File: src/rtl/uart_rx_pkg.sv
// Purpose : shared UART receive definitions: parity-mode encoding and the
//           frame-checker FSM state encoding.
// Ports   : none (package).
package uart_rx_pkg;

  // Encoding of the Par_Mode input.
  typedef enum logic [1:0] {
    PAR_EVEN  = 2'b00,
    PAR_ODD   = 2'b01,
    PAR_MARK  = 2'b10,
    PAR_SPACE = 2'b11
  } par_mode_e;

  // Frame-checker FSM states.
  typedef enum logic [2:0] {
    ST_IDLE   = 3'd0,
    ST_DATA   = 3'd1,
    ST_PARITY = 3'd2,
    ST_STOP1  = 3'd3,
    ST_STOP2  = 3'd4
  } rx_state_e;

endpackage

File: src/rtl/uart_rx_frame_check_if.sv
// Purpose : bit-strobe input side and frame-result output side of the UART
//           receive frame checker.
// Ports   : master drives config/strobe/abort and observes results;
//           slave (the checker) observes config/strobe/abort and drives results.
interface uart_rx_frame_check_if #(
  parameter int DW = 8,
  parameter int CW = 8
);
  // Towards the checker
  logic          Par_En;
  logic [1:0]    Par_Mode;
  logic          Stop2;
  logic          Bit_Available;
  logic          Sampled_bit;
  logic          Frame_Abort;
  // From the checker
  logic [DW-1:0] P_Data;
  logic          Data_Valid;
  logic          Parity_Err;
  logic          Stop_Err;
  logic          Break_Det;
  logic [CW-1:0] Err_Cnt;

  modport master (
    output Par_En, Par_Mode, Stop2, Bit_Available, Sampled_bit, Frame_Abort,
    input  P_Data, Data_Valid, Parity_Err, Stop_Err, Break_Det, Err_Cnt
  );

  modport slave (
    input  Par_En, Par_Mode, Stop2, Bit_Available, Sampled_bit, Frame_Abort,
    output P_Data, Data_Valid, Parity_Err, Stop_Err, Break_Det, Err_Cnt
  );
endinterface

File: src/rtl/uart_parity_gen.sv
// Purpose : expected parity bit for a DW-bit word under a given parity mode
//           (shared between receive checking and transmit generation).
// Latency : combinational.
// Backpressure: none.
// Ports   : data_i (DW) word, mode_i parity mode, par_o expected parity bit.
module uart_parity_gen
  import uart_rx_pkg::*;
#(
  parameter int DW = 8
) (
  input  logic [DW-1:0] data_i,
  input  par_mode_e     mode_i,
  output logic          par_o
);

  always_comb begin
    par_o = 1'b0;
    case (mode_i)
      PAR_EVEN:  par_o = ^data_i;
      PAR_ODD:   par_o = ~^data_i;
      PAR_MARK:  par_o = 1'b1;
      PAR_SPACE: par_o = 1'b0;
      default:   par_o = 1'b0;
    endcase
  end

endmodule

File: src/rtl/uart_rx_frame_check.sv
// Purpose : assembles sampled UART bits into a frame (start, DW data LSB first,
//           optional parity, 1 or 2 stops) and reports data plus frame errors.
// Latency : Data_Valid and results appear the cycle after the final stop strobe.
// Backpressure: none; every Bit_Available strobe is consumed, Frame_Abort drops
//           the partial frame.
// Ports   : CLK, RST (async active-low), bus (slave modport): config, bit strobe,
//           abort in; P_Data, Data_Valid, Parity_Err, Stop_Err, Break_Det,
//           Err_Cnt out (all registered).
module uart_rx_frame_check
  import uart_rx_pkg::*;
#(
  parameter int DW = 8,
  parameter int CW = 8
) (
  input  logic                  CLK,
  input  logic                  RST,
  uart_rx_frame_check_if.slave  bus
);

  localparam int            BCW      = (DW > 1) ? $clog2(DW) : 1;
  localparam logic [BCW-1:0] LAST_BIT = BCW'(DW - 1);

  // Frame-in-progress state
  rx_state_e      state_q,    state_d;
  logic [DW-1:0]  shreg_q,    shreg_d;
  logic [BCW-1:0] bitcnt_q,   bitcnt_d;
  logic           par_en_q,   par_en_d;
  par_mode_e      par_mode_q, par_mode_d;
  logic           stop2_q,    stop2_d;
  logic           perr_q,     perr_d;
  logic           serr_q,     serr_d;
  // Any 1 seen on data, parity or first stop; its absence is a break.
  logic           ones_q,     ones_d;
  logic           done_d;

  // Registered outputs
  logic [DW-1:0]  p_data_q;
  logic           dv_q;
  logic           parity_err_q;
  logic           stop_err_q;
  logic           break_q;
  logic [CW-1:0]  err_cnt_q;

  logic           exp_par;
  logic           bit_in;

  assign bit_in = bus.Sampled_bit;

  // Data is complete in shreg_q by the time the parity bit is sampled.
  uart_parity_gen #(.DW(DW)) u_par (
    .data_i (shreg_q),
    .mode_i (par_mode_q),
    .par_o  (exp_par)
  );

  always_ff @(posedge CLK or negedge RST) begin
    if (!RST) begin
      state_q    <= ST_IDLE;
      shreg_q    <= '0;
      bitcnt_q   <= '0;
      par_en_q   <= 1'b0;
      par_mode_q <= PAR_EVEN;
      stop2_q    <= 1'b0;
      perr_q     <= 1'b0;
      serr_q     <= 1'b0;
      ones_q     <= 1'b0;
    end else begin
      state_q    <= state_d;
      shreg_q    <= shreg_d;
      bitcnt_q   <= bitcnt_d;
      par_en_q   <= par_en_d;
      par_mode_q <= par_mode_d;
      stop2_q    <= stop2_d;
      perr_q     <= perr_d;
      serr_q     <= serr_d;
      ones_q     <= ones_d;
    end
  end

  always_comb begin
    state_d    = state_q;
    shreg_d    = shreg_q;
    bitcnt_d   = bitcnt_q;
    par_en_d   = par_en_q;
    par_mode_d = par_mode_q;
    stop2_d    = stop2_q;
    perr_d     = perr_q;
    serr_d     = serr_q;
    ones_d     = ones_q;
    done_d     = 1'b0;

    // Abort has priority; a coincident strobe is dropped.
    if (bus.Frame_Abort) begin
      state_d  = ST_IDLE;
      shreg_d  = '0;
      bitcnt_d = '0;
      perr_d   = 1'b0;
      serr_d   = 1'b0;
      ones_d   = 1'b0;
    end else if (bus.Bit_Available) begin
      case (state_q)
        ST_IDLE: begin
          if (!bit_in) begin
            // Frame format is frozen for the whole frame here.
            state_d    = ST_DATA;
            par_en_d   = bus.Par_En;
            par_mode_d = par_mode_e'(bus.Par_Mode);
            stop2_d    = bus.Stop2;
            shreg_d    = '0;
            bitcnt_d   = '0;
            perr_d     = 1'b0;
            serr_d     = 1'b0;
            ones_d     = 1'b0;
          end
        end
        ST_DATA: begin
          shreg_d = {bit_in, shreg_q[DW-1:1]};
          ones_d  = ones_q | bit_in;
          if (bitcnt_q == LAST_BIT) begin
            bitcnt_d = '0;
            state_d  = par_en_q ? ST_PARITY : ST_STOP1;
          end else begin
            bitcnt_d = bitcnt_q + 1'b1;
          end
        end
        ST_PARITY: begin
          if (bit_in != exp_par) perr_d = 1'b1;
          ones_d  = ones_q | bit_in;
          state_d = ST_STOP1;
        end
        ST_STOP1: begin
          if (!bit_in) serr_d = 1'b1;
          ones_d = ones_q | bit_in;
          if (stop2_q) begin
            state_d = ST_STOP2;
          end else begin
            state_d = ST_IDLE;
            done_d  = 1'b1;
          end
        end
        ST_STOP2: begin
          // Second stop bit does not participate in break detection.
          if (!bit_in) serr_d = 1'b1;
          state_d = ST_IDLE;
          done_d  = 1'b1;
        end
        default: state_d = ST_IDLE;
      endcase
    end
  end

  // Results are captured on the final stop strobe and held until the next one.
  always_ff @(posedge CLK or negedge RST) begin
    if (!RST) begin
      p_data_q     <= '0;
      dv_q         <= 1'b0;
      parity_err_q <= 1'b0;
      stop_err_q   <= 1'b0;
      break_q      <= 1'b0;
      err_cnt_q    <= '0;
    end else begin
      dv_q <= done_d;
      if (done_d) begin
        p_data_q     <= shreg_q;
        parity_err_q <= perr_d;
        stop_err_q   <= serr_d;
        break_q      <= ~ones_d;
        if ((perr_d || serr_d) && (err_cnt_q != {CW{1'b1}})) begin
          err_cnt_q <= err_cnt_q + 1'b1;
        end
      end
    end
  end

  assign bus.P_Data     = p_data_q;
  assign bus.Data_Valid = dv_q;
  assign bus.Parity_Err = parity_err_q;
  assign bus.Stop_Err   = stop_err_q;
  assign bus.Break_Det  = break_q;
  assign bus.Err_Cnt    = err_cnt_q;

endmodule

File: src/flat_wrapper.sv
// flat-port wrapper written by rule: the top's interface ports become plain ports
module uart_rx_frame_check_flat import uart_rx_pkg::*;
#(
  parameter int DW = 8,
  parameter int CW = 8
)
  (CLK, RST, bus_Par_En, bus_Par_Mode, bus_Stop2, bus_Bit_Available, bus_Sampled_bit, bus_Frame_Abort, bus_P_Data, bus_Data_Valid, bus_Parity_Err, bus_Stop_Err, bus_Break_Det, bus_Err_Cnt);
  uart_rx_frame_check_if #(.DW(DW), .CW(CW)) bus_i ();
  input  logic CLK;
  input  logic RST;
  input wire logic [$bits(bus_i.Par_En)-1:0] bus_Par_En;
  input wire logic [$bits(bus_i.Par_Mode)-1:0] bus_Par_Mode;
  input wire logic [$bits(bus_i.Stop2)-1:0] bus_Stop2;
  input wire logic [$bits(bus_i.Bit_Available)-1:0] bus_Bit_Available;
  input wire logic [$bits(bus_i.Sampled_bit)-1:0] bus_Sampled_bit;
  input wire logic [$bits(bus_i.Frame_Abort)-1:0] bus_Frame_Abort;
  output wire logic [$bits(bus_i.P_Data)-1:0] bus_P_Data;
  output wire logic [$bits(bus_i.Data_Valid)-1:0] bus_Data_Valid;
  output wire logic [$bits(bus_i.Parity_Err)-1:0] bus_Parity_Err;
  output wire logic [$bits(bus_i.Stop_Err)-1:0] bus_Stop_Err;
  output wire logic [$bits(bus_i.Break_Det)-1:0] bus_Break_Det;
  output wire logic [$bits(bus_i.Err_Cnt)-1:0] bus_Err_Cnt;
  assign bus_i.Par_En = bus_Par_En;
  assign bus_i.Par_Mode = bus_Par_Mode;
  assign bus_i.Stop2 = bus_Stop2;
  assign bus_i.Bit_Available = bus_Bit_Available;
  assign bus_i.Sampled_bit = bus_Sampled_bit;
  assign bus_i.Frame_Abort = bus_Frame_Abort;
  assign bus_P_Data = bus_i.P_Data;
  assign bus_Data_Valid = bus_i.Data_Valid;
  assign bus_Parity_Err = bus_i.Parity_Err;
  assign bus_Stop_Err = bus_i.Stop_Err;
  assign bus_Break_Det = bus_i.Break_Det;
  assign bus_Err_Cnt = bus_i.Err_Cnt;
  uart_rx_frame_check #(.DW(DW), .CW(CW)) u_core (.CLK(CLK), .RST(RST), .bus(bus_i));
endmodule
File: config.mk
export PLATFORM = sky130hd
export DESIGN_NAME = uart_rx_frame_check_flat
export DESIGN_NICKNAME = d
export VERILOG_FILES = /design/src/rtl/uart_rx_pkg.sv /design/src/rtl/uart_rx_frame_check_if.sv /design/src/rtl/uart_parity_gen.sv /design/src/rtl/uart_rx_frame_check.sv /design/src/flat_wrapper.sv
export SDC_FILE = /design/constraint.sdc
export NUM_CORES = 1
export LEC_CHECK = 0
export CORE_ASPECT_RATIO = 0.75
export CORE_MARGIN = 4
export CORE_UTILIZATION = 25
export CTS_CLUSTER_SIZE = 12
export DETAILED_ROUTE_END_ITERATION = 12
export HOLD_SLACK_MARGIN = 0.06
export PLACE_DENSITY = 0.48
export SYNTH_ARGS = -nofsm -noshare
export SYNTH_HDL_FRONTEND = slang
export SYNTH_HIERARCHICAL = 1
export SYNTH_SLANG_ARGS = --single-unit
File: constraint.sdc
create_clock -name CLK -period 3 [get_ports CLK]
set_clock_uncertainty 0.1 [all_clocks]
set_input_delay 0.9 -clock CLK [delete_from_list [all_inputs] [get_ports CLK]]
set_output_delay 0.9 -clock CLK [all_outputs]
set_load 0.02 [all_outputs]
==> run_results.csv, run 1 <==
group,metric,value,unit
synth,async_flop_share,1.00,
route,drt-initial-drc-count,87,
status,status,"completed",
layout,diodes,0,
layout,n_fill_cell,774,
synth,syn_nets,204,
synth,yosysWarnings,6,
clocking,ctsHoldBuffers,0,
timing,finalSetupViolCount,0,
placement,place_hpwl,2.93,mm
floorplanning,rows,27,
layout,postLayoutCoreUtil,0.335,
setup_path,crit_arrival,2.71,ns
synth,ys_seq_area_frac,0.532,
route,drt_wl_total,4.04,mm
clocking,clkTransAtPathRegs,0.08,ns
job,maxCapViolCount,0,
timing,period_minus_slack,2.63,ns
layout,nets,240,
power,ir_drop,0.228,mV
timing,worst_pin_slew,0.654,ns
placement,place_congestion,0.788,
clocking,h-tree-depth,2,
timing,hold_viol_final,0,
grt,grt-ovfl-total,0,
layout,layout_common_cells,"nand2_1 (53), dfrtp_1 (41), clkdlybuf4s50_1 (27), o21ai_0 (17), xnor2_1 (13)",
clocking,cts-root-buf,"clkbuf_8",
floorplanning,num_io_pins,29,
clocking,cts_tree,"yes",
floorplanning,die-area,9190,µm²
route,post-route-drc-count,0,
setup_path,cp-startpoint,"bus_Bit_Available",
grt,track_usage,0.0995,
timing,post-route-period-util,0.877,
layout,drive_gt1_frac,0.144,
layout,syn_to_final_growth,29.0,%
setup_path,r2r_start,"u_core/shreg_q[7]",
floorplanning,start_util,0.259,
synth,ys_seq_elements,41,
floorplanning,die_x,109,µm
power,leakagePower,1.08,nW
setup_path,reg2reg_to,"u_core/bus.Err_Cnt[5]",
clocking,cts_setup_buffers,0,
setup_path,cp_cell_sequence,"clkdlybuf4s50_1, or4b_2, nor2_1, o311ai_2, nand2_2, mux2_4",
layout,final-seq-area,1030,µm²
setup_path,ff2ff_setup_slack,0.43,ns
floorplanning,core_region_area,7430,µm²
synth,avgSynthCellArea,10.0,µm²
setup_path,crit_end,"u_core/bus.Err_Cnt[1]",
setup_path,cpMaxStageDelayCell,"or4b_2",
setup_path,critPathCaptureType,"register",
route,vias,1426,
grt,grt_max_degree,29,
grt,antenna_found_initial,0,
clocking,cts_buffers,5,
route,dr.pass1.iters,4,
timing,rsz0062_at_grt,"false",
timing,maxSlewViolCount,0,
clocking,insertion_delay,0.29,ns
floorplanning,fp.dieH,84.0,µm
setup_path,worst_ep_required_time,3.08,ns
setup_path,cpPeakStageDelay,0.61,ns
clocking,cts.repair.resized,0,
synth,synth_ff_type,"dfrtp_1",
setup_path,crit_type,"primary input to register",
synth,syn-instance-count,192,
setup_path,r2r_cells,11,
grt,grt_pass1_wl,7.23,mm
timing,finalSetupTns,0,ns
setup_path,crit_fanout,4,
route,wl_per_cell,12.2,µm
synth,synth_edf_count,0,
placement,port-buffer-count,28,
route,via_per_inst,4.32,
clocking,clock_path_buffers,2,
grt,grt_pass1_vias,1450,
layout,final_common_cell,"nand2_1",
timing,max_freq,0.380,GHz
setup_path,cp-start-kind,"primary input",
power,power_density,650,nW/µm²
route,drt.antenna.violating_nets,0,
synth,mappedNetlistArea,1930,µm²
clocking,clkSinkCount,41,
hold_path,min_path_type,"register to register",
timing,relSlewSlack,0.564,
synth,synth_cell_types,41,
layout,multiInputGateArea,846,µm²
## cell type report
| type | count | share of cell area |
|---|---|---|
| multi-input combinational | 139 | 0.340 |
| clock inverter | 3 | 0.0262 |
| tap | 101 | 0.0508 |
| timing repair buffer | 36 | 0.135 |
| clock buffer | 5 | 0.0277 |
| sequential | 41 | 0.413 |
| inverter | 5 | 0.00755 |
## logic make-up (layout without fill, tap and decap cells)
group	Yosys count	count (layout)	synth area share
buffers and inverters	12	49	0.0286
adders and majority gates	3	3	0.0195
muxes	6	6	0.0370
and+or+nand+nor	86	86	0.222
AOI/OAI and AO/OA	29	29	0.0922
xor gates and xnor gates	15	15	0.0682
DFF	41	41	0.532
## critical path: cells and delay by family
| kind | cells | cell delay (ns) |
|---|---|---|
| multiplexers | 1 | 0.29 |
| buffers and inverters | 1 | 0.50 |
| AO/OA/AOI/OAI | 1 | 0.12 |
| AND/OR/NAND/NOR | 3 | 0.89 |
## flip-flops by register name, indices dropped and copies added, names as in the netlist
name                   cells
u_core/bitcnt_q            3
u_core/bus.Break_Det       1
u_core/bus.Data_Valid      1
u_core/bus.Err_Cnt         8
u_core/bus.P_Data          8
u_core/bus.Parity_Err      1
u_core/bus.Stop_Err        1
u_core/ones_q              1
u_core/par_en_q            1
u_core/par_mode_q          2
u_core/perr_q              1
u_core/serr_q              1
u_core/shreg_q             8
u_core/state_q             3
u_core/stop2_q             1
## cell usage after synthesis, types with 4 or more instances
master | n | area share
mux2_2 | 5 | 0.029
nand2_1 | 53 | 0.10
nor3_1 | 4 | 0.010
inv_1 | 4 | 0.0078
o21ai_0 | 17 | 0.044
a21oi_1 | 4 | 0.010
nand3_1 | 5 | 0.013
dfrtp_1 | 41 | 0.53
nor2_1 | 6 | 0.012
xnor2_1 | 13 | 0.059
## metrics by stage
stage / instance area, µm² / total power (W) / instances / hold slack, ns / worst slack (ns)
floorplan: 1930 / 0.000959 / 192 / 0.354 / 0.461
global placement: 2350 / 0.00111 / 322 / 0.363 / 0.0596
detailed placement: 2350 / 0.00111 / 322 / 0.362 / 0.0542
CTS: 2490 / 0.00164 / 330 / 0.387 / 0.372
global route: 2490 / 0.00173 / 330 / 0.417 / 0.175
finish: 2490 / 0.00162 / 330 / 0.378 / 0.369
## per-layer routing
layer | global-route usage | vias up | routed length (µm)
li1 | - | 730 | -
met1 | 0.144 | 666 | 2110
met2 | 0.146 | 25 | 1740
met3 | 0.0278 | 5 | 151
met4 | 0.0238 | 0 | 34
met5 | 0 | - | 0
## how the worst min path moves through the flow
| stage | start | endpoint | slack (ns) | depth (start not counted) |
|---|---|---|---|---|
| floorplan | u_core/bitcnt_q[1] | u_core/bitcnt_q[1] | 0.35 | 2 |
| global placement | u_core/bus.P_Data[3] | u_core/bus.P_Data[3] | 0.36 | 2 |
| detailed placement | u_core/bus.P_Data[4] | u_core/bus.P_Data[4] | 0.36 | 2 |
| CTS | u_core/bus.P_Data[2] | u_core/bus.P_Data[2] | 0.39 | 2 |
| global route | u_core/bus.P_Data[0] | u_core/bus.P_Data[0] | 0.42 | 2 |
| finish | u_core/bus.P_Data[2] | u_core/bus.P_Data[2] | 0.38 | 2 |
## power by group
part	internal [W]	switching, W
Sequential	0.000629	0.0000808
Combinational	0.000179	0.000202
Clock	0.000331	0.000195
(Power assumes the default switching activity.)
==> inputs of run 2 (changes only) <==
--- a/config.mk
+++ b/config.mk
@@ -7,11 +7,11 @@
 export LEC_CHECK = 0
 export CORE_ASPECT_RATIO = 0.75
 export CORE_MARGIN = 4
-export CORE_UTILIZATION = 25
+export CORE_UTILIZATION = 53
 export CTS_CLUSTER_SIZE = 12
 export DETAILED_ROUTE_END_ITERATION = 12
 export HOLD_SLACK_MARGIN = 0.06
-export PLACE_DENSITY = 0.48
+export PLACE_DENSITY = 0.83
 export SYNTH_ARGS = -nofsm -noshare
 export SYNTH_HDL_FRONTEND = slang
 export SYNTH_HIERARCHICAL = 1
==> run 2 against run 1 <==
Net effect: final area shrank 4.8%; combinational power is essentially flat; flip-flop and latch count stayed put; highest routed layer unchanged; die area decreased by 49%; critical endpoint unchanged; setup slack worse by 0.042 ns; wire length decreased by 5.9%; largest power group unchanged.
==> run_results.csv, run 2 (same netlist as run 1, synthesis figures left out) <==
group,metric,value,unit
setup_path,crit_type,"primary input to register",
clocking,insertion_delay,0.29,ns
timing,hold_viol_final,0,
grt,grt_max_degree,42,
clocking,ctsHoldBuffers,0,
placement,port-buffer-count,28,
floorplanning,num_io_pins,29,
grt,grt_pass1_wl,6.56,mm
setup_path,cp.buffers_inverters,1,
timing,finalSetupTns,0,ns
route,wl_per_cell,13.7,µm
timing,post-route-period-util,0.891,
setup_path,critPathCaptureType,"register",
timing,period_minus_slack,2.67,ns
floorplanning,rows,18,
timing,relSlewSlack,0.420,
setup_path,cpPeakStageDelay,0.62,ns
route,post-route-drc-count,0,
grt,track_usage,0.184,
setup_path,worst_ep_required_time,3.07,ns
clocking,clock_path_buffers,2,
timing,maxSlewViolCount,0,
route,drt_wl_total,3.80,mm
setup_path,cp-start-kind,"primary input",
timing,rsz0062_at_grt,"false",
timing,hold_slack,0.384,ns
status,status,"completed",
clocking,cts_setup_buffers,0,
floorplanning,core_region_area,3400,µm²
power,leakagePower,1.05,nW
timing,worst_pin_slew,0.870,ns
route,dr.pass1.iters,6,
grt,grt_pass1_vias,1372,
layout,nets,239,
clocking,cts_buffers,5,
clocking,h-tree-depth,2,
setup_path,cpMaxStageDelayCell,"or4b_2",
layout,layout_common_cells,"nand2_1 (53), dfrtp_1 (41), clkdlybuf4s50_1 (27), o21ai_0 (17), xnor2_1 (13)",
clocking,cts-root-buf,"clkbuf_8",
setup_path,crit_fanout,4,
clocking,cts_tree,"yes",
timing,max_freq,0.374,GHz
setup_path,cp_cell_sequence,"clkdlybuf4s50_1, or4b_2, nor2_1, o311ai_2, nand2_2, mux2_4",
route,drt-initial-drc-count,106,
floorplanning,start_util,0.567,
setup_path,cp_top_family,"simple AND/OR/NAND/NOR gates",
floorplanning,die_x,77.6,µm
setup_path,crit_arrival,2.75,ns
power,ir_drop,0.394,mV
floorplanning,fp.dieH,60.2,µm
hold_path,min_path_type,"register to register",
floorplanning,die-area,4670,µm²
layout,drive_gt1_frac,0.132,
layout,final_common_cell,"nand2_1",
timing,finalSetupViolCount,0,
clocking,clkSinkCount,41,
grt,grt-ovfl-total,0,
power,power_density,614,nW/µm²
placement,place_hpwl,2.72,mm
route,drt.antenna.violating_nets,0,
grt,antenna_found_initial,0,
placement,place_congestion,0.871,
job,maxCapViolCount,0,
layout,syn_to_final_growth,22.9,%
clocking,clkTransAtPathRegs,0.07,ns
layout,diodes,0,
clocking,cts.repair.resized,0,
route,via_per_inst,5.25,
route,vias,1454,
## run 2: metrics by stage
| stage | area, µm² | utilization | setup WS, ns | power, W | cells |
|---|---|---|---|---|---|
| 2_1_floorplan | 1930 | - | 0.461 | 0.000959 | 192 |
| 3_3_place_gp | 2280 | 0.671 | 0.0743 | 0.00108 | 270 |
| 3_5_place_dp | 2280 | 0.671 | 0.0335 | 0.00110 | 270 |
| 4_1_cts | 2370 | 0.696 | 0.348 | 0.00146 | 277 |
| 5_1_grt | 2370 | 0.696 | 0.206 | 0.00154 | 277 |
| 6_report | 2370 | 0.696 | 0.327 | 0.00145 | 277 |
## run 2: worst paths after layout
check / start / to / slack (ns) / cells after the start
max: bus_Bit_Available / u_core/bus.Err_Cnt[1] / 0.33 / 6
min: u_core/bus.P_Data[2] / u_core/bus.P_Data[2] / 0.38 / 2
max reg2reg: u_core/shreg_q[1] / u_core/bus.Err_Cnt[5] / 0.41 / 11
min reg2reg: u_core/bus.P_Data[2] / u_core/bus.P_Data[2] / 0.38 / 2
max in group asynchronous: RST / u_core/shreg_q[4] / 1.63 / 1
min in group asynchronous: RST / u_core/ones_q / 0.63 / 1
## run 2: layout make-up
class / count / area, µm²
multi-input cells: 139 / 846
repair buffers: 35 / 328
flip-flops and latches: 41 / 1030
clock buffers: 7 / 86.3
well taps: 50 / 62.6
fillers: 262 / 1030
inverters: 5 / 18.8
## run 2: worst register-to-register path: stages (launching register included)
cell	delay [ns]
dfrtp_1	0.42
xnor2_1	0.24
xnor2_1	0.16
xnor2_1	0.16
nor2_1	0.08
xnor2_1	0.23
xor2_1	0.18
a21oi_1	0.11
o311ai_2	0.32
buf_4	0.21
nand4_1	0.12
xnor2_1	0.15
## run 2: per-layer routing
layer,track usage,routed length [µm]
met1,0.247,1820
met5,0,0
met2,0.300,1800
met4,0.0609,29
met3,0.0422,154
## run 2: power by group
| part | internal [W] | leakage, nW | total, W | switching, W |
|---|---|---|---|---|
| sequential | 0.000629 | 0.558 | 0.000716 | 0.0000864 |
| clock | 0.000182 | 0.0443 | 0.000356 | 0.000173 |
| combinational | 0.000179 | 0.450 | 0.000381 | 0.000202 |
